File: src/rtl/mem_access_stage.sv
`default_nettype none
// +----------------------------------------------------------------------------+
// | Module      : mem_access_stage                                             |
// | Description : RISC-V MEM stage. Issues loads/stores on a single-outstanding|
// |               valid/ready bus, aligns and extends load data, stalls the    |
// |               front of the pipe while waiting, and registers MEM/WB.       |
// | Revision    : 1.0 - initial release                                        |
// +----------------------------------------------------------------------------+
module mem_access_stage #(
  parameter int unsigned TIMEOUT = 16
) (
  input  logic        i_clk,
  input  logic        i_rst_n,          // active-high despite the name
  input  logic [31:0] i_alu_result_MEM,
  input  logic [31:0] i_dataB_MEM,
  input  logic [2:0]  i_funct3_MEM,
  input  logic [4:0]  i_addr_des_MEM,
  input  logic [31:0] i_pc_plus4_MEM,
  input  logic        i_reg_write_MEM,
  input  logic        i_mem_write_MEM,
  input  logic [1:0]  i_result_src_MEM,
  output logic        o_bus_req,
  output logic        o_bus_we,
  output logic [31:0] o_bus_addr,
  output logic [3:0]  o_bus_be,
  output logic [31:0] o_bus_wdata,
  input  logic        i_bus_ready,
  input  logic [31:0] i_bus_rdata,
  output logic        o_stall_MEM,
  output logic [31:0] o_alu_result_WB,
  output logic [31:0] o_read_data_WB,
  output logic [31:0] o_pc_plus4_WB,
  output logic [4:0]  o_addr_des_WB,
  output logic        o_reg_write_WB,
  output logic [1:0]  o_result_src_WB,
  output logic        o_fault_WB
);

  typedef enum logic [0:0] {
    S_IDLE = 1'b0,
    S_WAIT = 1'b1
  } state_t;

  // Last wait-counter value before the access is abandoned.
  localparam logic [7:0] c_CNT_LAST = 8'(TIMEOUT - 1);

  state_t      r_state;
  state_t      w_state_nxt;
  logic [7:0]  r_cnt;
  logic [7:0]  w_cnt_nxt;

  logic        w_is_store;
  logic        w_is_load;
  logic        w_access;
  logic        w_f3_legal;
  logic        w_misaligned;
  logic        w_fault_acc;
  logic        w_legal_acc;
  logic        w_abort;
  logic [3:0]  w_be;
  logic [31:0] w_wdata;
  logic [31:0] w_lane;
  logic [31:0] w_load_ext;

  // A store wins if both store and load-select are present.
  assign w_is_store = i_mem_write_MEM;
  assign w_is_load  = ~i_mem_write_MEM & (i_result_src_MEM == 2'b01);
  assign w_access   = w_is_store | w_is_load;

  // Legal funct3 encodings differ between loads and stores.
  always_comb begin
    w_f3_legal = 1'b0;
    case (i_funct3_MEM)
      3'b000, 3'b001, 3'b010: w_f3_legal = 1'b1;
      3'b100, 3'b101:         w_f3_legal = w_is_load;
      default:                w_f3_legal = 1'b0;
    endcase
  end

  assign w_misaligned = ((i_funct3_MEM[1:0] == 2'b01) & i_alu_result_MEM[0]) |
                        ((i_funct3_MEM[1:0] == 2'b10) & (i_alu_result_MEM[1:0] != 2'b00));

  assign w_fault_acc = w_access & ~(w_f3_legal & ~w_misaligned);
  // Reset masks the request so nothing escapes while the pipe is being cleared.
  assign w_legal_acc = w_access & w_f3_legal & ~w_misaligned & ~i_rst_n;

  // Byte enables and lane-replicated store data from size and address offset.
  always_comb begin
    w_be    = 4'b1111;
    w_wdata = i_dataB_MEM;
    case (i_funct3_MEM[1:0])
      2'b00: begin
        w_be    = 4'b0001 << i_alu_result_MEM[1:0];
        w_wdata = {4{i_dataB_MEM[7:0]}};
      end
      2'b01: begin
        w_be    = 4'b0011 << i_alu_result_MEM[1:0];
        w_wdata = {2{i_dataB_MEM[15:0]}};
      end
      default: begin
        w_be    = 4'b1111;
        w_wdata = i_dataB_MEM;
      end
    endcase
  end

  // Bring the addressed lane down to bit 0, then sign/zero extend.
  assign w_lane = i_bus_rdata >> {i_alu_result_MEM[1:0], 3'b000};

  always_comb begin
    w_load_ext = w_lane;
    case (i_funct3_MEM)
      3'b000:  w_load_ext = {{24{w_lane[7]}},  w_lane[7:0]};
      3'b001:  w_load_ext = {{16{w_lane[15]}}, w_lane[15:0]};
      3'b100:  w_load_ext = {24'h000000, w_lane[7:0]};
      3'b101:  w_load_ext = {16'h0000,   w_lane[15:0]};
      default: w_load_ext = w_lane;
    endcase
  end

  // Next-state and wait counter; abort flags the cycle the wait budget runs out.
  always_comb begin
    w_state_nxt = r_state;
    w_cnt_nxt   = r_cnt;
    w_abort     = 1'b0;
    case (r_state)
      S_IDLE: begin
        if (w_legal_acc & ~i_bus_ready) begin
          w_state_nxt = S_WAIT;
          w_cnt_nxt   = 8'd1;
        end
      end
      S_WAIT: begin
        if (~w_legal_acc | i_bus_ready) begin
          w_state_nxt = S_IDLE;
          w_cnt_nxt   = 8'd0;
        end else if (r_cnt == c_CNT_LAST) begin
          w_abort     = 1'b1;
          w_state_nxt = S_IDLE;
          w_cnt_nxt   = 8'd0;
        end else begin
          w_cnt_nxt   = r_cnt + 8'd1;
        end
      end
      default: begin
        w_state_nxt = S_IDLE;
        w_cnt_nxt   = 8'd0;
      end
    endcase
  end

  // State register and wait counter.
  always_ff @(posedge i_clk or posedge i_rst_n) begin
    if (i_rst_n) begin
      r_state <= S_IDLE;
      r_cnt   <= 8'd0;
    end else begin
      r_state <= w_state_nxt;
      r_cnt   <= w_cnt_nxt;
    end
  end

  assign o_bus_req   = w_legal_acc;
  assign o_bus_we    = w_is_store;
  assign o_bus_addr  = {i_alu_result_MEM[31:2], 2'b00};
  assign o_bus_be    = w_be;
  assign o_bus_wdata = w_wdata;
  assign o_stall_MEM = w_legal_acc & ~i_bus_ready & ~w_abort;

  // MEM/WB register: bubble while stalled, otherwise retire the instruction.
  always_ff @(posedge i_clk or posedge i_rst_n) begin
    if (i_rst_n) begin
      o_alu_result_WB <= 32'h0;
      o_read_data_WB  <= 32'h0;
      o_pc_plus4_WB   <= 32'h0;
      o_addr_des_WB   <= 5'd0;
      o_reg_write_WB  <= 1'b0;
      o_result_src_WB <= 2'b00;
      o_fault_WB      <= 1'b0;
    end else if (o_stall_MEM) begin
      o_alu_result_WB <= 32'h0;
      o_read_data_WB  <= 32'h0;
      o_pc_plus4_WB   <= 32'h0;
      o_addr_des_WB   <= 5'd0;
      o_reg_write_WB  <= 1'b0;
      o_result_src_WB <= 2'b00;
      o_fault_WB      <= 1'b0;
    end else begin
      o_alu_result_WB <= i_alu_result_MEM;
      o_pc_plus4_WB   <= i_pc_plus4_MEM;
      o_addr_des_WB   <= i_addr_des_MEM;
      o_result_src_WB <= i_result_src_MEM;
      if (w_fault_acc | w_abort) begin
        o_read_data_WB <= 32'h0;
        o_reg_write_WB <= 1'b0;
        o_fault_WB     <= 1'b1;
      end else begin
        o_read_data_WB <= w_is_load ? w_load_ext : 32'h0;
        o_reg_write_WB <= i_reg_write_MEM & ~w_is_store;
        o_fault_WB     <= 1'b0;
      end
    end
  end

endmodule
`default_nettype wire

File: config.mk
export PLATFORM = sky130hd
export DESIGN_NAME = mem_access_stage
export DESIGN_NICKNAME = d
export VERILOG_FILES = /design/src/rtl/mem_access_stage.sv
export SDC_FILE = /design/constraint.sdc
export NUM_CORES = 1
export LEC_CHECK = 0
export CAP_MARGIN = 30
export CORE_AREA = 2 2 125 127
export DETAILED_ROUTE_END_ITERATION = 12
export DIE_AREA = 0 0 127 129
export PLACE_DENSITY = 0.77
export REMOVE_ABC_BUFFERS = 1
export SYNTH_ARGS = -nofsm -noshare
export SYNTH_HDL_FRONTEND = slang
export SYNTH_SLANG_ARGS = --single-unit
File: constraint.sdc
create_clock -name i_clk -period 7.5 [get_ports i_clk]
set_input_delay 1.5 -clock i_clk [delete_from_list [all_inputs] [get_ports i_clk]]
set_output_delay 1.5 -clock i_clk [all_outputs]
set_load 0.1 [all_outputs]
# Word-level counts from Yosys, hierarchy flattened
# Cells that the tools add are included.
# W data, S select, Z words.
[totals]
register_bits = 114
output_inout_bits = 176
input_bits = 143
elab_cells = 76
[op_classes]
reduce_logical = 5
mux = 26
n_eq_ne = 9
add_sub_neg = 1
n_shift = 3
n_bitwise = 23
[op_table]
columns = ["cell", "n"]
rows = [
  ["$mux W32", 5],
  ["$pmux W32 S4", 1],
  ["$pmux W32 S2", 1],
  ["$shr A32 B5 Y32", 1],
  ["$mux W8", 3],
  ["$pmux W8 S2", 1],
  ["$and A1 B1 Y1", 11],
  ["$mux W1", 10],
  ["$add A8 B1 Y8 const B", 1],
  ["$eq A8 B4 Y1 const B", 1],
  ["$not A1 Y1", 8],
  ["$pmux W4 S2", 1],
  ["$eq A3 B3 Y1 const B", 2],
  ["$mux W5", 1],
  ["$eq A2 B1 Y1 const B", 2],
  ["$or A1 B1 Y1", 4],
  ["$pmux W1 S2", 2],
  ["$shl A1 B2 Y4 const A", 1],
  ["$shl A2 B2 Y4 const A", 1],
  ["$eq A3 B1 Y1 const B", 1],
  ["$eq A3 B2 Y1 const B", 1],
  ["$logic_not A3 Y1", 1],
  ["$reduce_or A3 Y1", 1],
  ["$eq A2 B2 Y1 const B", 1],
  ["other kinds (5)", 5],
]

# Longest topological paths before layout
# Gate-level depths: netlist (run 1).
[logic_depth]
depth_word = 13
depth_mapped = 6
ltp_nobuf = 5

# Worst setup path after synthesis (run 1)
# OpenSTA, ideal clock, no wires.
[synth_path]
path_kind = "input -> output"
start = "input i_funct3_MEM[1]"
end = "output o_bus_req"
path_slack_ns = 1.385
n_path_buf = 0
t_required_ns = 6.000
cell_stages = 3
arrival_time_ns = 4.615
path_cell_list = "or4b_2 a2bb2oi_1 nor3b_1"
[synth_between]
elab_chain_len = 6
elab_cells_between_ends = 17
classes_between = "eq/ne (6); mux (1); bitwise (7); reduce/logical (3)"
[synth_rtl]
columns = ["element", "line", "source"]
rows = [
  ["start: declaration", "16", "input logic [2:0] i_funct3_MEM,"],
  ["$eq A3 B1 Y1, or another cell as far along", "73", "case (i_funct3_MEM)"],
  ["$reduce_or A3 Y1, or another cell as far along", "73", ""],
  ["$pmux W1 S2 or $or A1 B1 Y1 (tied branches)", "73, 80", ""],
  ["$and A1 B1 Y1 or $not A1 Y1 (tied branches)", "85", "assign w_legal_acc = w_access & w_f3_legal & ~w_misaligned & ~i_rst_n;"],
  ["$and A1 B1 Y1 (*) (2 in series)", "85", ""],
  ["end: declaration", "22", "output logic o_bus_req,"],
]
# Mark *: on every way between the ends. The rest lies on a longest branch, timed or not.

# Worst setup path after layout (run 1)
[layout_path]
start = "input i_mem_write_MEM"
end = "output o_bus_req"
[layout_between]
elab_chain_len = 6
elab_cells_between_ends = 7
classes_between = "mux (1); bitwise (6)"
[layout_rtl]
columns = ["element", "line", "source"]
rows = [
  ["start: declaration", "20", "input logic i_mem_write_MEM,"],
  ["$not A1 Y1", "67", "assign w_is_load = ~i_mem_write_MEM & (i_result_src_MEM == 2'b01);"],
  ["$and A1 B1 Y1", "67", ""],
  ["$pmux W1 S2 or $or A1 B1 Y1 (tied branches)", "73, 68", ""],
  ["$and A1 B1 Y1 (*) (3 in series)", "85", ""],
]
# Marks and branches as above.

==> results.json, run 1 <==
{
  "grt_pass1_wl_um": 26240,
  "whs_endpoint": "r_cnt[7]$_DFFE_PP0P_",
  "hold_depth": 1,
  "crit_type": "in -> out",
  "fp.dieArea_mm2": 0.01638,
  "ys_async_sr_fraction": 1.000,
  "finalSetupTns_ps": 0,
  "layout_min_cycle_time_ps": 5812,
  "hold_path.class": "reg -> reg",
  "synth_edf_count": 0,
  "sw_frac_of_total": 0.3592,
  "drv_slew": 0,
  "start_util": 0.3561,
  "required_ps": 6000,
  "num-fill-cells": 1192,
  "power.total_mw": 2.149,
  "path_clk_slew_ps": 50,
  "reg2reg_setup_slack_ps": 5160,
  "cts-root-buf": "clkbuf_16",
  "cts_buffers": 17,
  "grt_busiest_layer": "met2",
  "crit_fanout": 6,
  "skew_ps": 9.959,
  "coreArea_mm2": 0.01498,
  "grt-ovfl-total": 0,
  "syn2layout_area_growth_pct": 66.90,
  "use_met2": 0.3871,
  "drive_gt1_frac": 0.08046,
  "ant_nets": 0,
  "placed_cells": 940,
  "fmaxAchievable_mhz": 172.1,
  "grt_pass1_vias": 4807,
  "cts_max_path_buffers": 2,
  "status": "complete, no violations",
  "switchingPower_mw": 0.7721,
  "synth.cell_area_mm2": 0.005334,
  "synth.area.top_cells": "dfrtp_1 53%, nor2b_1 9.6%, buf_4 5.8%",
  "critPathMaxStageDelay_ps": 1170,
  "first_pass_iters": 5,
  "syn_avg_cell_area_um2": 10.67,
  "r2r-start": "r_cnt[5]$_DFFE_PP0P_",
  "min-delay-start": "r_cnt[7]$_DFFE_PP0P_",
  "dp_hpwl_um": 12830,
  "reg2reg_depth": 5,
  "crit_slowest_cell": "clkdlybuf4s50_1",
  "power_density_mw_per_mm2": 241.4,
  "wirelength_um": 17200,
  "crit_top_cell": "clkdlybuf4s50_1",
  "p_leak_nw": 3.782,
  "synthFlopType": "dfrtp_1",
  "vdd_drop_max_mv": 0.1481,
  "vias_per_cell": 4.837,
  "insertion_delay_ps": 410,
  "critPathCaptureType": "output pin",
  "drtIter0Drc": 324,
  "numClockSinks": 114,
  "cp.arrival_ps": 4310,
  "syn_inst": 500,
  "power_frac_comb": 0.310,
  "worstMarginPinSlew_ps": 1031,
  "port-buffer-count": 316,
  "synth_top_area_frac": 0.5348,
  "die-height_um": 129,
  "final_nets": 915,
  "cts_resized": 0,
  "drv_cap": 0,
  "drc": 0,
  "ys_types": 50,
  "setup_violations": 0,
  "met1_usage": 0.2318,
  "finalCritPeriodShare": 0.7749,
  "grt_use_met3": 0.06279,
  "grt_max_degree": 72,
  "clockPowerShare": 0.385,
  "cts_hold_buf": 0,
  "antenna_found_initial": 0,
  "synth_seq_cells": 114,
  "pre_cts_slack_ps": 1709,
  "ys_seq_area_frac": 0.5348,
  "cts_setup_buffers": 0,
  "htreeDepth": 4,
  "rsz0062_at_grt": "no",
  "track_usage": 0.2079,
  "cts_tree": "yes",
  "r2r_end": "o_pc_plus4_WB[22]$_DFF_PP0_",
  "worstSetupStartpointType": "primary input",
  "intPower_mw": 1.377,
  "globalplace.congestion": 0.8488,
  "yosysWarningCount": 0,
  "crit_chain": "clkdlybuf4s50_1, or4b_2, a2bb2oi_1, nor3b_1, clkdlybuf4s50_1",
  "post_drt_wl_per_cell_um": 17.71,
  "yosys.area.top_type": "dfrtp_1",
  "relSlewSlack": 0.3107,
  "sequentialPowerShare": 0.304,
  "hold_slack_ps": 540.7,
  "die_w_um": 127,
  "n_antenna_cell": 0,
  "pin_count": 319,
  "final_cells": 971,
  "core.rowCount": 45,
  "vias": 4697,
  "hold_viol_final": 0,
  "setup_ws_ps": 1688
}
-- cell usage after synthesis (11+ instances only) --
| master | instances |
|---|---|
| a211oi_1 | 17 |
| a21oi_1 | 20 |
| buf_4 | 41 |
| clkbuf_1 | 13 |
| dfrtp_1 | 114 |
| mux2i_1 | 24 |
| nand2_1 | 49 |
| nor2_1 | 23 |
| nor2b_1 | 82 |
| o21a_1 | 11 |
| o21ai_0 | 18 |
-- state kept, by name (all words and copies together) (netlist names) --
signal and cells:
o_addr_des_WB 5, o_fault_WB 1, o_reg_write_WB 1, r_state 1, o_alu_result_WB 32, o_read_data_WB 32
o_pc_plus4_WB 32, r_cnt 8, o_result_src_WB 2
-- layout make-up --
class | count | area (µm²) | share of cell area
clock inverters | 12 | 165.2 | 0.01855
inverters | 5 | 21.27 | 0.002389
clock buffers | 19 | 432.9 | 0.04863
well taps | 188 | 235.2 | 0.02642
repair buffers | 323 | 3218 | 0.3615
multi-input cells | 310 | 1977 | 0.2221
flip-flops and latches | 114 | 2853 | 0.3205
-- per-stage QoR --
stage	area, µm²	utilization
floorplan	4848	-
global placement	8277	0.5526
detailed placement	8304	0.5545
CTS	8902	0.5944
global route	8902	0.5944
finish	8902	0.5944
-- critical path, delay by kind of cell --
family / cells / cell delay, ps
AOI/OAI and AO/OA: 1 / 250
buffers and inverters: 2 / 1680
and+or+nand+nor: 2 / 870
-- power groups by stage --
stage          sequential [mW]  combinational, mW  clock (mW)
2_1_floorplan            0.858              0.169           0
3_3_place_gp             0.663              0.662           0
3_5_place_dp             0.665              0.668           0
4_1_cts                  0.654              0.670       0.841
5_1_grt                  0.657              0.690       0.869
6_report                 0.654              0.667       0.828
-- cell usage in the layout, fill, tap and decap left out, types with 3 or more instances in the layout --
cell | synthesis | final
nand2_1 | 49 | 49
o21a_1 | 11 | 11
nor2_1 | 23 | 23
dfrtp_1 | 114 | 114
buf_4 | 41 | 7
mux2_2 | 10 | 10
clkbuf_16 | 0 | 17
a211oi_1 | 17 | 17
bufinv_16 | 0 | 4
clkinv_2 | 0 | 6
or3_1 | 3 | 3
clkdlybuf4s50_1 | 0 | 312
nor2b_1 | 82 | 82
mux2i_1 | 24 | 24
or2_2 | 4 | 4
and2_1 | 7 | 7
a21oi_1 | 20 | 20
o21ai_0 | 18 | 18
inv_1 | 5 | 4
a21o_1 | 3 | 3
buf_2 | 10 | 3
-- cell families (layout without fill, tap and decap cells) --
kind of cell | Yosys count | count (layout) | synth area share
AND/OR/NAND/NOR | 183 | 183 | 0.1841
flip-flops | 114 | 114 | 0.5348
AO/OA/AOI/OAI | 88 | 88 | 0.1133
buffers and inverters | 77 | 359 | 0.09524
multiplexers | 34 | 34 | 0.06615
XOR/XNOR | 2 | 2 | 0.003285
adder cells (fa/ha/maj) | 1 | 1 | 0.002345
other | 1 | 2 | 0.0007031
-- how the worst max path moves through the flow --
stage | startpoint | end | slack [ps] | cells past startpoint
5_1_grt | i_mem_write_MEM | o_bus_req | 1570 | 5
4_1_cts | i_mem_write_MEM | o_bus_req | 1700 | 5
3_3_place_gp | i_mem_write_MEM | o_bus_req | 1760 | 5
3_5_place_dp | i_mem_write_MEM | o_bus_req | 1710 | 5
6_report | i_mem_write_MEM | o_bus_req | 1690 | 5
2_1_floorplan | i_funct3_MEM[1] | o_bus_req | 1390 | 3
-- per-layer routing --
metal	up-vias	wire length [µm]
met4	0	193
met1	2258	6491
met2	246	9187
li1	2176	-
met5	-	0
met3	17	1324
Power figures use the tool's default switching activity.
==> run 2, diff against run 1 <==
--- a/config.mk
+++ b/config.mk
@@ -6,9 +6,9 @@
 export NUM_CORES = 1
 export LEC_CHECK = 0
 export CAP_MARGIN = 30
-export CORE_AREA = 2 2 125 127
+export CORE_MARGIN = 2
+export CORE_UTILIZATION = 34
 export DETAILED_ROUTE_END_ITERATION = 12
-export DIE_AREA = 0 0 127 129
 export PLACE_DENSITY = 0.77
 export REMOVE_ABC_BUFFERS = 1
 export SYNTH_ARGS = -nofsm -noshare
==> constraint.sdc (replaced) <==
create_clock -name i_clk -period 5 [get_ports i_clk]
set_input_delay 1 -clock i_clk [delete_from_list [all_inputs] [get_ports i_clk]]
set_output_delay 1 -clock i_clk [all_outputs]
set_load 0.1 [all_outputs]
==> run 2 against run 1 <==
Combinational power grew 49%. Core utilization shrank 0.56 points. Global-route usage shrank 1.5 points. Worst setup slack lost 730 ps. Sequential share of layout area shrank 0.29 points. Final cell count grew 2.8%. First-iteration DRC count shrank 35%. Worst hold slack lost 24 ps. Non-clock buffer count grew 3. Total power grew 52%. Largest cell class unchanged. Largest power group unchanged.
==> results.json, run 2 (synthesized netlist as in run 1, its figures left out) <==
{
  "grt_busiest_layer": "met2",
  "hold_path.class": "reg -> reg",
  "insertion_delay_ps": 410,
  "hold_depth": 1,
  "status": "complete, no violations",
  "sequentialPowerShare": 0.301,
  "pin_count": 319,
  "crit_fanout": 6,
  "rsz0062_at_grt": "no",
  "numClockSinks": 114,
  "fmaxAchievable_mhz": 247.2,
  "grt_use_met3": 0.05450,
  "layout_commonest_cell": "clkdlybuf4s50_1",
  "coreArea_mm2": 0.01526,
  "htreeDepth": 4,
  "drive_gt1_frac": 0.1245,
  "multi_input_area_mm2": 0.001977,
  "vdd_drop_max_mv": 0.2278,
  "cts-root-buf": "clkbuf_16",
  "min-delay-start": "r_cnt[7]$_DFFE_PP0P_",
  "p_leak_nw": 3.853,
  "syn2layout_area_growth_pct": 68.43,
  "grt_pass1_wl_um": 24740,
  "vias_per_cell": 4.730,
  "grt-ovfl-total": 0,
  "ant_nets": 0,
  "drv_cap": 0,
  "post_drt_wl_per_cell_um": 16.53,
  "power_frac_comb": 0.305,
  "intPower_mw": 2.098,
  "final_cell_mix": "283 x clkdlybuf4s50_1, 114 x dfrtp_1, 82 x nor2b_1, 49 x nand2_1, 35 x buf_4",
  "reg2reg_setup_slack_ps": 2750,
  "start_util": 0.3496,
  "n_antenna_cell": 0,
  "hold_slack_ps": 516.5,
  "worstSetupStartpointType": "primary input",
  "vias": 4721,
  "finalSetupTns_ps": 0,
  "setup_violations": 0,
  "core.rowCount": 45,
  "die-height_um": 129.3,
  "dp_hpwl_um": 12410,
  "regArea_mm2": 0.002853,
  "drv_slew": 0,
  "layout_min_cycle_time_ps": 4045,
  "num-fill-cells": 1246,
  "use_met2": 0.3573,
  "grt_pass1_vias": 4851,
  "cts_tree": "yes",
  "power.total_mw": 3.259,
  "worstMarginPinSlew_ps": 1030,
  "r2r_end": "o_alu_result_WB[2]$_DFF_PP0_",
  "power_density_mw_per_mm2": 362.7,
  "cp.arrival_ps": 3040,
  "fp.dieArea_mm2": 0.01671,
  "drc": 0,
  "die_w_um": 129.3,
  "cts_resized": 0,
  "finalCritPeriodShare": 0.8089,
  "sw_frac_of_total": 0.3561,
  "clockPowerShare": 0.394,
  "wirelength_um": 16500,
  "cts_hold_buf": 0,
  "cts_setup_buffers": 0,
  "path_clk_slew_ps": 50,
  "switchingPower_mw": 1.160,
  "crit_type": "in -> out",
  "first_pass_iters": 5,
  "required_ps": 4000,
  "r2r-start": "r_cnt[0]$_DFFE_PP0P_",
  "critPathCaptureType": "output pin",
  "reg2reg_depth": 6,
  "antenna_found_initial": 0,
  "skew_ps": 14.29,
  "met1_usage": 0.2047,
  "globalplace.congestion": 0.8428,
  "grt_max_degree": 75,
  "cts_buffers": 17,
  "hold_viol_final": 0,
  "reg_top3": "o_alu_result_WB x32, o_pc_plus4_WB x32, o_read_data_WB x32",
  "final_nets": 918,
  "whs_endpoint": "r_cnt[7]$_DFFE_PP0P_",
  "relSlewSlack": 0.3112,
  "cts_max_path_buffers": 2,
  "port-buffer-count": 316,
  "track_usage": 0.1929,
  "drtIter0Drc": 212
}
[run 2: routing by layer]
layer	vias to the layer above	routed length, µm
li1	2181	-
met1	2266	5997
met2	249	8880
met3	25	1231
met4	0	388
met5	-	0
[run 2: power groups by stage]
stage	Sequential (mW)	Clock, mW	Combinational, mW
6_report	0.981	1.28	0.994
5_1_grt	0.985	1.36	1.03
4_1_cts	0.982	1.31	0.998
3_5_place_dp	0.997	0	0.994
3_3_place_gp	0.996	0	0.984
2_1_floorplan	1.29	0	0.254
[run 2: layout make-up]
| class | instances | area share |
|---|---|---|
| flip-flops and latches | 114 | 0.3175 |
| clock inverters | 13 | 0.02033 |
| clock buffers | 19 | 0.05042 |
| multi-input cells | 310 | 0.2201 |
| repair buffers | 326 | 0.3599 |
| well taps | 211 | 0.02939 |
| inverters | 5 | 0.002368 |
[run 2: worst max-delay path: stages]
cell	delay (ps)
clkdlybuf4s50_1	510
or4b_2	650
a2bb2oi_1	280
nor3b_1	380
buf_12	230
[run 2: worst max-delay path by stage]
stage / startpoint / to / cells past startpoint
after CTS: i_mem_write_MEM / o_bus_req / 5
after floorplan: i_funct3_MEM[1] / o_bus_req / 3
after global routing: i_mem_write_MEM / o_bus_req / 5
final: i_mem_write_MEM / o_bus_req / 5
after detailed placement: i_mem_write_MEM / o_bus_req / 5
after global placement: i_mem_write_MEM / o_bus_req / 5
[run 2: per-stage QoR]
stage | setup WS (ps) | util | instances | cell area [µm²]
2_1_floorplan | -114.9 | - | 429 | 4848
3_3_place_gp | 1039 | 0.5417 | 963 | 8265
3_5_place_dp | 946.9 | 0.5453 | 965 | 8320
4_1_cts | 941.2 | 0.5870 | 997 | 8956
5_1_grt | 807.7 | 0.5888 | 998 | 8984
6_report | 955.4 | 0.5888 | 998 | 8984
==> run 3, diff against run 2 <==
==> constraint.sdc (replaced) <==
create_clock -name i_clk -period 3.46 [get_ports i_clk]
set_input_delay 0.692 -clock i_clk [delete_from_list [all_inputs] [get_ports i_clk]]
set_output_delay 0.692 -clock i_clk [all_outputs]
set_load 0.1 [all_outputs]
==> run 3 against run 2 <==
Routed wire length increased by 0.87%. Worst hold slack improved by 24 ps. Combinational power up 52%. Core utilization grew 0.93 points. Sequential share of layout area decreased by 0.49 points. Critical path depth stayed put. Total power is 44% higher. Sequential power increased by 45%. Worst setup slack got worse by 720 ps. Final cell count grew 0.10%. Clock skew decreased by 8.7 ps. Critical path type unchanged. Highest routed layer unchanged.
==> results.json, run 3 (synthesized netlist as in run 1, its figures left out) <==
{
  "hold_depth": 1,
  "globalplace.congestion": 0.8738,
  "required_ps": 2770,
  "grt-ovfl-total": 0,
  "drtIter0Drc": 153,
  "path_clk_slew_ps": 50,
  "drc": 0,
  "cts_buffers": 17,
  "cts_tree": "yes",
  "cts_max_path_buffers": 2,
  "p_leak_nw": 4.014,
  "pin_count": 319,
  "whs_endpoint": "r_cnt[7]$_DFFE_PP0P_",
  "vias_per_cell": 4.728,
  "drive_gt1_frac": 0.1980,
  "layout_min_cycle_time_ps": 3223,
  "layout_commonest_cell": "clkdlybuf4s50_1",
  "grt_pass1_wl_um": 25340,
  "relSlewSlack": 0.3138,
  "hold_viol_final": 0,
  "r2r-start": "r_cnt[0]$_DFFE_PP0P_",
  "met1_usage": 0.2009,
  "vias": 4723,
  "grt_busiest_layer": "met2",
  "worstMarginPinSlew_ps": 1026,
  "start_util": 0.3496,
  "htreeDepth": 4,
  "insertion_delay_ps": 400,
  "grt_pass1_vias": 4969,
  "cts_hold_buf": 0,
  "drv_cap": 0,
  "coreArea_mm2": 0.01526,
  "reg2reg_depth": 6,
  "syn2layout_area_growth_pct": 71.08,
  "drv_slew": 0,
  "grt_use_met3": 0.06276,
  "power_density_mw_per_mm2": 512.5,
  "cts-root-buf": "clkbuf_16",
  "min-delay-start": "r_cnt[7]$_DFFE_PP0P_",
  "final_nets": 919,
  "cp.arrival_ps": 2530,
  "die_w_um": 129.3,
  "grt_max_degree": 72,
  "finalCritPeriodShare": 0.9314,
  "worstSetupStartpointType": "primary input",
  "critPathCaptureType": "output pin",
  "die-height_um": 129.3,
  "num-fill-cells": 1243,
  "hold_path.class": "reg -> reg",
  "skew_ps": 5.548,
  "core.rowCount": 45,
  "wirelength_um": 16640,
  "track_usage": 0.1969,
  "status": "complete, no violations",
  "reg_top3": "o_alu_result_WB x32, o_pc_plus4_WB x32, o_read_data_WB x32",
  "placed_cells": 967,
  "port-buffer-count": 316,
  "rsz0062_at_grt": "no",
  "numClockSinks": 114,
  "fmaxAchievable_mhz": 310.3,
  "post_drt_wl_per_cell_um": 16.66,
  "final_cells": 999,
  "dp_hpwl_um": 12820,
  "setup_violations": 0,
  "final_cell_mix": "226 x clkdlybuf4s50_1, 114 x dfrtp_1, 82 x nor2b_1, 67 x buf_4, 49 x nand2_1",
  "first_pass_iters": 6,
  "n_antenna_cell": 0,
  "reg2reg_setup_slack_ps": 1230,
  "r2r_end": "o_alu_result_WB[2]$_DFF_PP0_",
  "crit_type": "in -> out",
  "vdd_drop_max_mv": 0.2988,
  "fp.dieArea_mm2": 0.01671,
  "finalSetupTns_ps": 0,
  "use_met2": 0.3551,
  "critPathLaunch": "i_result_src_MEM[1]",
  "ant_nets": 0,
  "crit_fanout": 3,
  "antenna_found_initial": 0
}
==> run 3: cell count changes in the layout (fill, tap and decap cells not counted), moves of 2 or more <==
cell             previous run  this run
clkinv_4                    1         3
buf_4                      35        67
buf_16                      3         0
clkdlybuf4s50_1           283       226
buf_12                      2        31
==> run 3: how the worst max path moves through the flow <==
stage / end / depth (start not counted)
after global placement: o_bus_req / 5
after global routing: o_bus_req / 5
after CTS: o_bus_req / 5
after detailed placement: o_bus_req / 5
final: o_bus_req / 5
after floorplan: o_bus_req / 3
==> run 3: metal layers <==
metal	vias up	part of all wire
li1	2198	-
met1	2220	0.35
met2	261	0.52
met3	44	0.088
met4	0	0.044
met5	-	0
==> run 3: through the flow <==
step	worst slack [ps]	utilization	hold slack, ps	total power [mW]	cell area (µm²)
detailed placement	138.5	0.5581	523.6	2.950	8516
global route	165.9	0.5980	554.1	4.842	9125
floorplan	-1039	-	477.8	2.227	4848
global placement	169.4	0.5581	506.1	2.936	8516
finish	237.3	0.5980	540.3	4.677	9125
CTS	119.6	0.5977	539.6	4.730	9120
==> run 3: area by class of cell <==
cell class	instances	area [µm²]	share of cell area
Inverter	5	21.27	0.002331
Clock buffer	19	442.9	0.04854
Timing Repair Buffer	327	3401	0.3727
Tap cell	211	264.0	0.02893
Sequential cell	114	2853	0.3126
Multi-Input combinational cell	310	1982	0.2172
Clock inverter	13	161.4	0.01769
==> run 3: report_power, final <==
group	total [mW]	switching (mW)	internal [mW]
combinational	1.51	1.06	0.448
sequential	1.42	0.0222	1.40
clock	1.75	0.606	1.15
total	4.68	1.69	2.99
==> run 3: repair_timing <==
action                                  in CTS  in global routing
buffers inserted                             0                  0
endpoints found under the setup margin       0                  1
hold endpoints to repair                     0                  0
gates resized for setup                      0                  1
==> run 3: worst max-delay path, cell delays in order <==
cell	delay, ps
clkdlybuf4s50_1	440
or4b_2	640
a2bb2oi_1	260
nor3b_2	280
buf_12	210
